--- src/rtl/episode_if.sv ---
// Transition-datapath and Q-update handshake bundle for the episode controller.
// The master side is the controller; the slave side is the datapath and the update unit.
interface episode_if #(
    parameter int unsigned SW = 5,
    parameter int unsigned AW = 2
);
    logic [SW-1:0] ns_st;
    logic [AW-1:0] ns_at;
    logic          ns_valid_in;
    logic [SW-1:0] ns_next_state;

    logic          tr_valid;
    logic          tr_ready;
    logic [SW-1:0] tr_st;
    logic [SW-1:0] tr_next;
    logic [AW-1:0] tr_at;
    logic          tr_blocked;
    logic          tr_last;

    modport master (
        output ns_st, ns_at, ns_valid_in,
        input  ns_next_state,
        output tr_valid, tr_st, tr_next, tr_at, tr_blocked, tr_last,
        input  tr_ready
    );

    modport slave (
        input  ns_st, ns_at, ns_valid_in,
        output ns_next_state,
        input  tr_valid, tr_st, tr_next, tr_at, tr_blocked, tr_last,
        output tr_ready
    );
endinterface

--- src/rtl/episode_controller.sv ---
// Sequences one Q-learning episode: epsilon-greedy action choice, drives the
// next-state datapath, captures the transition and hands it to the Q-update unit.
module episode_controller #(
    parameter int unsigned              STATES_WIDTH  = 5,
    parameter int unsigned              ACTIONS_WIDTH = 2,
    parameter logic [STATES_WIDTH-1:0]  GOAL_STATE    = 24,
    parameter int unsigned              MAX_STEPS     = 64,
    // 9 bits so that 256 forces exploration on every step
    parameter logic [8:0]               EPSILON       = 9'd26,
    parameter logic [7:0]               LFSR_SEED     = 8'hA5
) (
    input  logic                      clk,
    input  logic                      rst_n,
    input  logic                      start_i,
    input  logic [STATES_WIDTH-1:0]   start_state_i,
    input  logic [ACTIONS_WIDTH-1:0]  greedy_action_i,
    episode_if.master                 bus,
    output logic                      busy_o,
    output logic                      episode_done_o,
    output logic                      done_goal_o,
    output logic [7:0]                step_count_o,
    output logic [15:0]               episode_count_o
);

    typedef enum logic [2:0] {
        S_IDLE   = 3'd0,
        S_ISSUE  = 3'd1,
        S_WAIT   = 3'd2,
        S_UPDATE = 3'd3,
        S_DONE   = 3'd4
    } state_e;

    localparam logic [7:0] MAX_STEPS_B = 8'(MAX_STEPS);

    state_e                     state_q, state_d;
    logic [STATES_WIDTH-1:0]    cur_state_q, cur_state_d;
    logic [ACTIONS_WIDTH-1:0]   ns_at_q, ns_at_d;
    logic [7:0]                 lfsr_q, lfsr_d;
    logic [STATES_WIDTH-1:0]    tr_st_q, tr_st_d;
    logic [STATES_WIDTH-1:0]    tr_next_q, tr_next_d;
    logic [ACTIONS_WIDTH-1:0]   tr_at_q, tr_at_d;
    logic                       tr_blocked_q, tr_blocked_d;
    logic                       tr_last_q, tr_last_d;
    logic [7:0]                 step_q, step_d;
    logic [15:0]                ep_cnt_q, ep_cnt_d;
    logic                       done_goal_q, done_goal_d;

    logic                       explore;
    logic [7:0]                 lfsr_nxt;
    logic [7:0]                 step_inc;

    // x^8+x^6+x^5+x^4+1, shifting left with feedback into bit 0
    assign lfsr_nxt = {lfsr_q[6:0], lfsr_q[7] ^ lfsr_q[5] ^ lfsr_q[4] ^ lfsr_q[3]};
    assign explore  = ({1'b0, lfsr_q} < EPSILON);
    assign step_inc = step_q + 8'd1;

    // state and datapath registers, cleared by synchronous reset
    always_ff @(posedge clk) begin
        if (!rst_n) begin
            state_q      <= S_IDLE;
            cur_state_q  <= '0;
            ns_at_q      <= '0;
            lfsr_q       <= LFSR_SEED;
            tr_st_q      <= '0;
            tr_next_q    <= '0;
            tr_at_q      <= '0;
            tr_blocked_q <= 1'b0;
            tr_last_q    <= 1'b0;
            step_q       <= '0;
            ep_cnt_q     <= '0;
            done_goal_q  <= 1'b0;
        end else begin
            state_q      <= state_d;
            cur_state_q  <= cur_state_d;
            ns_at_q      <= ns_at_d;
            lfsr_q       <= lfsr_d;
            tr_st_q      <= tr_st_d;
            tr_next_q    <= tr_next_d;
            tr_at_q      <= tr_at_d;
            tr_blocked_q <= tr_blocked_d;
            tr_last_q    <= tr_last_d;
            step_q       <= step_d;
            ep_cnt_q     <= ep_cnt_d;
            done_goal_q  <= done_goal_d;
        end
    end

    // next-state logic: episode sequencing and transition capture
    always_comb begin
        state_d      = state_q;
        cur_state_d  = cur_state_q;
        ns_at_d      = ns_at_q;
        lfsr_d       = lfsr_q;
        tr_st_d      = tr_st_q;
        tr_next_d    = tr_next_q;
        tr_at_d      = tr_at_q;
        tr_blocked_d = tr_blocked_q;
        tr_last_d    = tr_last_q;
        step_d       = step_q;
        ep_cnt_d     = ep_cnt_q;
        done_goal_d  = done_goal_q;

        case (state_q)
            S_IDLE: begin
                if (start_i) begin
                    cur_state_d = start_state_i;
                    step_d      = '0;
                    done_goal_d = 1'b0;
                    state_d     = S_ISSUE;
                end
            end
            S_ISSUE: begin
                ns_at_d = explore ? ACTIONS_WIDTH'(lfsr_q[1:0]) : greedy_action_i;
                lfsr_d  = lfsr_nxt;
                state_d = S_WAIT;
            end
            S_WAIT: begin
                // datapath result is recorded unmodified, even when it looks wrong
                tr_st_d      = cur_state_q;
                tr_at_d      = ns_at_q;
                tr_next_d    = bus.ns_next_state;
                tr_blocked_d = (bus.ns_next_state == cur_state_q);
                step_d       = step_inc;
                tr_last_d    = (bus.ns_next_state == GOAL_STATE) || (step_inc == MAX_STEPS_B);
                state_d      = S_UPDATE;
            end
            S_UPDATE: begin
                if (bus.tr_ready) begin
                    cur_state_d = tr_next_q;
                    if (tr_last_q) begin
                        // goal wins when it coincides with the step limit
                        done_goal_d = (tr_next_q == GOAL_STATE);
                        ep_cnt_d    = ep_cnt_q + 16'd1;
                        state_d     = S_DONE;
                    end else begin
                        state_d = S_ISSUE;
                    end
                end
            end
            S_DONE: begin
                state_d = S_IDLE;
            end
            default: begin
                state_d = S_IDLE;
            end
        endcase
    end

    assign bus.ns_st       = cur_state_q;
    assign bus.ns_at       = ns_at_q;
    assign bus.ns_valid_in = (state_q == S_ISSUE);

    assign bus.tr_valid    = (state_q == S_UPDATE);
    assign bus.tr_st       = tr_st_q;
    assign bus.tr_next     = tr_next_q;
    assign bus.tr_at       = tr_at_q;
    assign bus.tr_blocked  = tr_blocked_q;
    assign bus.tr_last     = tr_last_q;

    assign busy_o          = (state_q != S_IDLE);
    assign episode_done_o  = (state_q == S_DONE);
    assign done_goal_o     = done_goal_q;
    assign step_count_o    = step_q;
    assign episode_count_o = ep_cnt_q;

endmodule

--- src/flat_wrapper.sv ---
// flat-port wrapper written by rule: the top's interface ports become plain ports
module episode_controller_flat 
#(
    parameter int unsigned              STATES_WIDTH  = 5,
    parameter int unsigned              ACTIONS_WIDTH = 2,
    parameter logic [STATES_WIDTH-1:0]  GOAL_STATE    = 24,
    parameter int unsigned              MAX_STEPS     = 64,
                                                          
    parameter logic [8:0]               EPSILON       = 9'd26,
    parameter logic [7:0]               LFSR_SEED     = 8'hA5
)
  (clk, rst_n, start_i, start_state_i, greedy_action_i, busy_o, episode_done_o, done_goal_o, step_count_o, episode_count_o, bus_ns_st, bus_ns_at, bus_ns_valid_in, bus_ns_next_state, bus_tr_valid, bus_tr_st, bus_tr_next, bus_tr_at, bus_tr_blocked, bus_tr_last, bus_tr_ready);
  episode_if #(.SW(5), .AW(2)) bus_i ();
  input  logic clk;
  input  logic rst_n;
  input  logic start_i;
  input  logic [STATES_WIDTH-1:0] start_state_i;
  input  logic [ACTIONS_WIDTH-1:0] greedy_action_i;
  output logic busy_o;
  output logic episode_done_o;
  output logic done_goal_o;
  output logic [7:0] step_count_o;
  output logic [15:0] episode_count_o;
  output wire logic [$bits(bus_i.ns_st)-1:0] bus_ns_st;
  output wire logic [$bits(bus_i.ns_at)-1:0] bus_ns_at;
  output wire logic [$bits(bus_i.ns_valid_in)-1:0] bus_ns_valid_in;
  input wire logic [$bits(bus_i.ns_next_state)-1:0] bus_ns_next_state;
  output wire logic [$bits(bus_i.tr_valid)-1:0] bus_tr_valid;
  output wire logic [$bits(bus_i.tr_st)-1:0] bus_tr_st;
  output wire logic [$bits(bus_i.tr_next)-1:0] bus_tr_next;
  output wire logic [$bits(bus_i.tr_at)-1:0] bus_tr_at;
  output wire logic [$bits(bus_i.tr_blocked)-1:0] bus_tr_blocked;
  output wire logic [$bits(bus_i.tr_last)-1:0] bus_tr_last;
  input wire logic [$bits(bus_i.tr_ready)-1:0] bus_tr_ready;
  assign bus_ns_st = bus_i.ns_st;
  assign bus_ns_at = bus_i.ns_at;
  assign bus_ns_valid_in = bus_i.ns_valid_in;
  assign bus_i.ns_next_state = bus_ns_next_state;
  assign bus_tr_valid = bus_i.tr_valid;
  assign bus_tr_st = bus_i.tr_st;
  assign bus_tr_next = bus_i.tr_next;
  assign bus_tr_at = bus_i.tr_at;
  assign bus_tr_blocked = bus_i.tr_blocked;
  assign bus_tr_last = bus_i.tr_last;
  assign bus_i.tr_ready = bus_tr_ready;
  episode_controller #(.STATES_WIDTH(STATES_WIDTH), .ACTIONS_WIDTH(ACTIONS_WIDTH), .GOAL_STATE(GOAL_STATE), .MAX_STEPS(MAX_STEPS), .EPSILON(EPSILON), .LFSR_SEED(LFSR_SEED)) u_core (.clk(clk), .rst_n(rst_n), .start_i(start_i), .start_state_i(start_state_i), .greedy_action_i(greedy_action_i), .bus(bus_i), .busy_o(busy_o), .episode_done_o(episode_done_o), .done_goal_o(done_goal_o), .step_count_o(step_count_o), .episode_count_o(episode_count_o));
endmodule
--- config.mk ---
export PLATFORM = sky130hd
export DESIGN_NAME = episode_controller_flat
export DESIGN_NICKNAME = d
export VERILOG_FILES = /design/src/rtl/episode_if.sv /design/src/rtl/episode_controller.sv /design/src/flat_wrapper.sv
export SDC_FILE = /design/constraint.sdc
export NUM_CORES = 1
export LEC_CHECK = 0
export CAP_MARGIN = 25
export CORE_UTILIZATION = 48
export DETAILED_ROUTE_END_ITERATION = 6
export GPL_ROUTABILITY_DRIVEN = 0
export GPL_TIMING_DRIVEN = 0
export PLACE_DENSITY = 0.83
export SETUP_SLACK_MARGIN = 0.2
export SYNTH_ARGS = -nofsm -noshare
export SYNTH_HDL_FRONTEND = slang
export SYNTH_SLANG_ARGS = --single-unit
--- constraint.sdc ---
create_clock -name clk -period 1.6 [get_ports clk]
set_input_delay 0.16 -clock clk [delete_from_list [all_inputs] [get_ports clk]]
set_output_delay 0.16 -clock clk [all_outputs]
set_load 0.03 [all_outputs]
==> results of run 1 <==
## kinds of logic after synthesis
group | count (synthesis)
multiplexers | 1
AO/OA/AOI/OAI | 54
flip-flops | 57
adder cells (fa/ha/maj) | 2
AND/OR/NAND/NOR | 152
buffers and inverters | 21
XOR/XNOR | 22
## routing by layer
| metal | GRT usage [%] | share of wire (%) | up-vias |
|---|---|---|---|
| met4 | 23.7 | 7.6 | 2 |
| li1 | - | - | 1314 |
| met1 | 38.4 | 37 | 1533 |
| met2 | 54.8 | 45 | 298 |
| met3 | 7.10 | 10 | 100 |
| met5 | 0 | 0.11 | - |
## synth_stat cells (2+ instances only)
cell	count	area, µm²
xnor2_1	17	149
and4_1	3	26.3
dfxtp_1	57	1140
o211ai_1	4	30.0
nor3_1	9	45.0
xor2_1	5	43.8
or3_1	2	12.5
buf_2	4	20.0
nand3_1	12	60.1
a21oi_1	25	125
nand2_1	67	251
nor4_4	2	42.5
nand4_1	6	37.5
nor4_1	2	12.5
and2_1	9	56.3
inv_1	4	15.0
nor2_1	30	113
a311oi_1	8	70.1
buf_4	2	15.0
and3_1	2	12.5
nand3b_1	2	15.0
nor3b_1	2	15.0
ha_1	2	25.0
clkbuf_1	9	33.8
o21ai_0	8	40.0
## how the worst min path moves through the flow
| stage | start | end | slack, ns | depth (start not counted) |
|---|---|---|---|---|
| after CTS | rst_n | u_core.bus.tr_blocked | 0.28 | 2 |
| final | bus_tr_ready | u_core.state_q[1] | 0.31 | 3 |
| after detailed placement | u_core.bus.tr_at[0] | u_core.bus.tr_at[0] | 0.45 | 2 |
| after global routing | bus_tr_ready | u_core.state_q[1] | 0.30 | 3 |
| after global placement | u_core.bus.tr_at[1] | u_core.bus.tr_at[1] | 0.44 | 2 |
| after floorplan | bus_ns_next_state[0] | u_core.bus.tr_next[0] | 0.30 | 2 |
## repair_timing
action	CTS	global route
hold endpoints to repair	0	0
pin swaps	56	48
endpoints found under the setup margin	95	63
cloned	2	1
gates resized for setup	156	109
buffers inserted	29	15
## critical path, cell delays in order, from the launching register on
cell,delay (ns)
dfxtp_2,0.33
buf_6,0.12
or3b_4,0.38
buf_6,0.13
inv_4,0.06
buf_8,0.09
buf_6,0.12
## per-stage QoR
stage                     setup WS, ns  TNS [ns]  std cells  cell area, µm²  util [%]
after CTS                       -0.103    -0.195        490            3990      78.2
final                           -0.155     -1.89        507            4480      87.7
after floorplan                  0.102         0        309            2600         -
after detailed placement        -0.440     -4.10        443            3330      65.2
after global placement          -0.431     -3.11        443            3330      65.2
after global routing            -0.370     -4.03        507            4480      87.7
## cell type report
cell class,instances,area [µm²],share of cell area (%)
plain buffers,16,155,3.47
flip-flops and latches,57,1180,26.3
clock buffers,11,174,3.88
multi-input cells,231,1780,39.7
inverters,5,33.8,0.755
diodes,1,2.50,0.0559
clock inverters,5,25.0,0.559
well taps,70,87.6,1.96
repair buffers,111,1040,23.3
## registers in the layout (all words and copies together), names as in the netlist
| signal | flops |
|---|---|
| u_core.bus.tr_blocked | 1 |
| u_core.bus.ns_st | 5 |
| u_core.bus.tr_st | 5 |
| u_core.bus.tr_last | 1 |
| u_core.state_q | 3 |
| u_core.step_count_o | 8 |
| u_core.bus.tr_next | 5 |
| u_core.bus.ns_at | 2 |
| u_core.bus.tr_at | 2 |
| u_core.lfsr_q | 8 |
| u_core.episode_count_o | 16 |
| u_core.done_goal_o | 1 |
## power by group through the flow
stage / clock, mW / combinational [mW] / sequential [mW]
global placement: 0 / 0.573 / 1.58
global route: 1.45 / 1.08 / 1.59
finish: 1.40 / 1.04 / 1.59
detailed placement: 0 / 0.586 / 1.58
CTS: 1.34 / 0.762 / 1.55
floorplan: 0 / 0.295 / 1.65
==> run summary, run 1 <==
CTS tree = yes
DR iter-0 viols = 444
crit path capture = bus_ns_valid_in
simple-gate share of the synthesized area = 29.1%
fmax = 570 MHz
gr usage total = 33.3%
Slew @ Worst Pin = 0.878 ns
dpl hpwl = 4.41 mm
RSZ-0062 raised after global routing = yes
origin of the worst setup path = u_core.state_q[1]
Worst Setup End Kind = primary output
Peak VDD IR = 0.820 mV
Avg Inst Size Synth = 8.24 µm²
Hold Buf Count CTS = 0
worst setup margin = -0.155 ns
Pwr Density = 900 nW/µm²
H-tree levels = 3
ratio of final minimum period to clock period = 110%
violated checks = setup timing
leak pwr = 2.05 nW
Detail Route Antenna Nets = 0
initial antenna violation count = 3
Worst slew margin = 41.5%
sequential share of power = 39.5%
CP required = 1.44 ns
Syn. warnings = 0
Post-synth top flop = dfxtp_1
Post-Syn Instances = 309
die area = 5600 µm²
starting density of the core = 49.9%
sequential area share after synthesis = 44.8%
Reg-to-Reg End = u_core.bus.ns_st[0]
switching power = 1.35 mW
Clk pwr share = 34.6%
clk slew on worst S/H paths = 0.08 ns
number of synthesized register bits = 57
DRC errors left = 0
IO buf count = 64
grt ovf = 0
largest family of logic cells by synthesized area = simple AND/OR/NAND/NOR gates
Clock Tree Buf Depth = 2
largest net degree at the start of global routing = 11
worst skew pair latency = 0.37 ns
mux contribution to synthesized area = 0.393%
Slew Limit Fails = 0
r2r setup slk = -0.13 ns
FILL cells = 207
Post-Route WL = 12.1 mm
total power = 4.03 mW
post-synth cell types = 41
Tmin final = 1.76 ns
final-report hold violation count = 0
Post-Syn Area = 2550 µm²
IO Pins = 66
hold_ws = 0.308 ns
final setup fails = 33
Logic pwr share = 25.9%
vias in the first global route = 2782
drt first pass iters = 5
proportion of layout cells with a drive suffix above 1 = 44.0%
Die H = 74.9 µm
EDFF count, synth = 0
first-pass GRT wire length = 13.6 mm
R2R Path Start = u_core.state_q[2]
area share of xor/xnor cells in the synthesized design = 7.56%
crit-path max FO = 3
clk root buf = clkbuf_8
worst endpoint data arrival time = 1.60 ns
max-cap viol count = 0
Worst Skew = 0.0199 ns
Sink Count = 57
most frequent cells in the layout = 40 x dlygate4sd2_1, 39 x dfxtp_1, 35 x nand2_1
outcome = finished with violations
post-synthesis compound-gate area fraction = 13.3%
Worst Reg-to-Reg Cells = 8
worst min path class = input port to flip-flop
fin nets = 449
Int Power = 2.67 mW
area share of fa/ha/maj cells after synthesis = 0.982%
Area Growth Syn to Fin = 75.7%
commonest non-fill, non-tap cell in the layout = dlygate4sd2_1
Async SR Flop Fraction = 0%
Core Box Area = 5110 µm²
sw frac = 33.6%
Startpoint Class = flip-flop
vias per inst = 6.40
WS Path Type = flip-flop to primary output
site row count = 26
Die W = 74.9 µm
via count = 3247
CTS buffer count = 9
Synth Net Count = 327
average wire per standard cell = 23.9 µm
(Power assumes the default switching activity.)
==> inputs of run 2 (changes only) <==
Settings changed: CORE_MARGIN set to 4, PLACE_DENSITY 0.83 to 0.77.
==> run 2 against run 1 <==
  * The flow still finishes with violations (setup timing)
  * Clock skew shrank 0.0080 ns
  * Final area down 4.1%
  * Clock power shrank 13%
  * Utilization down 4.2 points
  * Clock-buffer cell count grew 3
  * Non-clock buffer count is 8 lower
  * Sequential power about the same
  * Worst hold slack gained 0.0094 ns
  * Via count down 6.3%
  * Total power is 6.3% lower
  * Final cell count is 2.0% lower
  * Critical path type is now flip-flop to flip-flop
  * Largest cell class unchanged
  * Highest routed layer is now met4
==> run summary, run 2 (same netlist as run 1, synthesis figures left out) <==
outcome = finished with violations (unchanged)
violated checks = setup timing (unchanged)
Core Box Area = 5140 µm² (was 5110 µm²)
drt first pass iters = 5 (unchanged)
Worst slew margin = 46.1% (was 41.5%)
initial antenna violation count = 0 (was 3)
average wire per standard cell = 21.5 µm (was 23.9 µm)
DP Worst Slack = -0.448 ns (was -0.440 ns)
Post-Route WL = 10.7 mm (was 12.1 mm)
largest net degree at the start of global routing = 11 (unchanged)
CTS buffer count = 9 (unchanged)
RSZ-0062 raised after global routing = yes (unchanged)
grt ovf = 0 (unchanged)
final-report hold violation count = 0 (unchanged)
max-cap viol count = 0 (unchanged)
R2R Path Start = u_core.step_count_o[0] (was u_core.state_q[2])
CP required = 1.85 ns (was 1.44 ns)
leak pwr = 1.89 nW (was 2.05 nW)
fin nets = 442 (was 449)
Pwr Density = 879 nW/µm² (was 900 nW/µm²)
Tmin final = 1.85 ns (was 1.76 ns)
Reg-to-Reg End = u_core.bus.tr_last (was u_core.bus.ns_st[0])
worst min path class = input port to flip-flop (unchanged)
starting density of the core = 49.6% (was 49.9%)
Worst Reg-to-Reg Cells = 5 (was 8)
die area = 6540 µm² (was 5600 µm²)
WS Path Type = flip-flop to flip-flop (was flip-flop to primary output)
Worst Skew = 0.0119 ns (was 0.0199 ns)
Cell Chain, Critical Path = ha_1 > nand2_2 > nor4_1 > a21oi_1 > o21ai_1 (was buf_6 > or3b_4 > buf_6 > inv_4 > buf_8 > buf_6)
DRC errors left = 0 (unchanged)
total power = 3.77 mW (was 4.03 mW)
slowest stage delay, CP = 0.48 ns (was 0.38 ns)
gr usage total = 28.1% (was 33.3%)
max FFs per register = 16 (unchanged)
vias in the first global route = 2811 (was 2782)
clk slew on worst S/H paths = 0.07 ns (was 0.08 ns)
WP depth = 5 (was 6)
Slew Limit Fails = 0 (unchanged)
crit path capture = u_core.bus.tr_last (was bus_ns_valid_in)
vias per inst = 6.12 (was 6.40)
dpl hpwl = 4.70 mm (was 4.41 mm)
Worst Setup End Kind = flip-flop (was primary output)
site row count = 26 (unchanged)
H-tree levels = 3 (unchanged)
Clock Tree Buf Depth = 2 (unchanged)
via count = 3043 (was 3247)
origin of the worst setup path = u_core.step_count_o[0] (was u_core.state_q[1])
Slew @ Worst Pin = 0.808 ns (was 0.878 ns)
Detail Route Antenna Nets = 0 (unchanged)
final setup fails = 32 (was 33)
ratio of final minimum period to clock period = 116% (was 110%)
clk root buf = clkbuf_8 (unchanged)
fmax = 541 MHz (was 570 MHz)
Area Growth Syn to Fin = 68.5% (was 75.7%)
crit-path max FO = 6 (was 3)
CP max stage cell = nor4_1 (was or3b_4)
IO Pins = 66 (unchanged)
r2r setup slk = -0.25 ns (was -0.13 ns)
Buf+Inv Stages, Crit Path = 0 (was 5)
CP top delay family = simple AND/OR/NAND/NOR gates (was buffers and inverters)
worst endpoint data arrival time = 2.10 ns (was 1.60 ns)
CTS tree = yes (unchanged)
proportion of layout cells with a drive suffix above 1 = 38.6% (was 44.0%)
Startpoint Class = flip-flop (unchanged)
worst setup margin = -0.249 ns (was -0.155 ns)
Die H = 80.9 µm (was 74.9 µm)
Peak VDD IR = 0.615 mV (was 0.820 mV)
Ant. Diodes = 0 (was 1)
Sink Count = 57 (unchanged)
DR iter-0 viols = 254 (was 444)
most frequent cells in the layout = 43 x nand2_1, 43 x dlygate4sd2_1, 40 x dfxtp_1 (was 40 x dlygate4sd2_1, 39 x dfxtp_1, 35 x nand2_1)
Core Util, Final = 83.5% (was 87.7%)
IO buf count = 64 (unchanged)
first-pass GRT wire length = 13.9 mm (was 13.6 mm)
Die W = 80.9 µm (was 74.9 µm)
worst skew pair latency = 0.35 ns (was 0.37 ns)
[run 2: changes by cell type in the layout (fill, tap and decap cells not counted), moves of 5 or more]
cell | previous run | this run
buf_6 | 32 | 27
nand2_1 | 35 | 43
nand2_4 | 15 | 10
clkinv_2 | 5 | 0
buf_8 | 7 | 2
[run 2: worst min-delay path by stage]
stage,start,end,slack (ns),cells after the start
finish,rst_n,u_core.episode_count_o[7],0.32,2
floorplan,bus_ns_next_state[0],u_core.bus.tr_next[0],0.30,2
global placement,u_core.bus.tr_st[4],u_core.bus.tr_st[4],0.44,2
detailed placement,u_core.bus.tr_at[1],u_core.bus.tr_at[1],0.45,2
CTS,rst_n,u_core.episode_count_o[7],0.27,2
global route,rst_n,u_core.episode_count_o[7],0.36,2
[run 2: stage by stage]
step	hold WS (ns)	instances	setup TNS [ns]	cell area, µm²
2_1_floorplan	0.296	309	0	2600
3_3_place_gp	0.443	443	-3.30	3330
3_5_place_dp	0.450	443	-4.10	3330
4_1_cts	0.275	483	-0.166	3960
5_1_grt	0.356	497	-3.55	4290
6_report	0.317	497	-1.95	4290
[run 2: report_power, final]
group / internal (mW) / switching, mW / total, mW
registers: 1.49 / 0.0912 / 1.58
logic: 0.432 / 0.547 / 0.978
clock network: 0.632 / 0.584 / 1.22
total: 2.55 / 1.22 / 3.77
[run 2: layout make-up]
type / count / area (µm²)
flip-flops and latches: 57 / 1170
repair buffers: 103 / 965
inverters: 5 / 28.8
fillers: 291 / 848
well taps: 70 / 87.6
clock buffers: 14 / 163
multi-input cells: 232 / 1700
plain buffers: 16 / 170
[run 2: routing by layer]
layer / up-vias / wire, µm / GRT usage [%]
met2: 223 / 5190 / 49.8
li1: 1295 / - / -
met1: 1467 / 4070 / 31.2
met4: 0 / 641 / 15.2
met3: 58 / 801 / 5.88
met5: - / 0 / 0
[run 2: what timing repair did]
action | 4_1_cts | 5_1_grt
gates resized for setup | 166 | 60
endpoints found under the hold margin | 0 | 0
setup buffers | 24 | 12
cloned | 2 | 2
hold buffers | 0 | 0
endpoints found under the setup margin | 100 | 61
pin swaps | 53 | 31
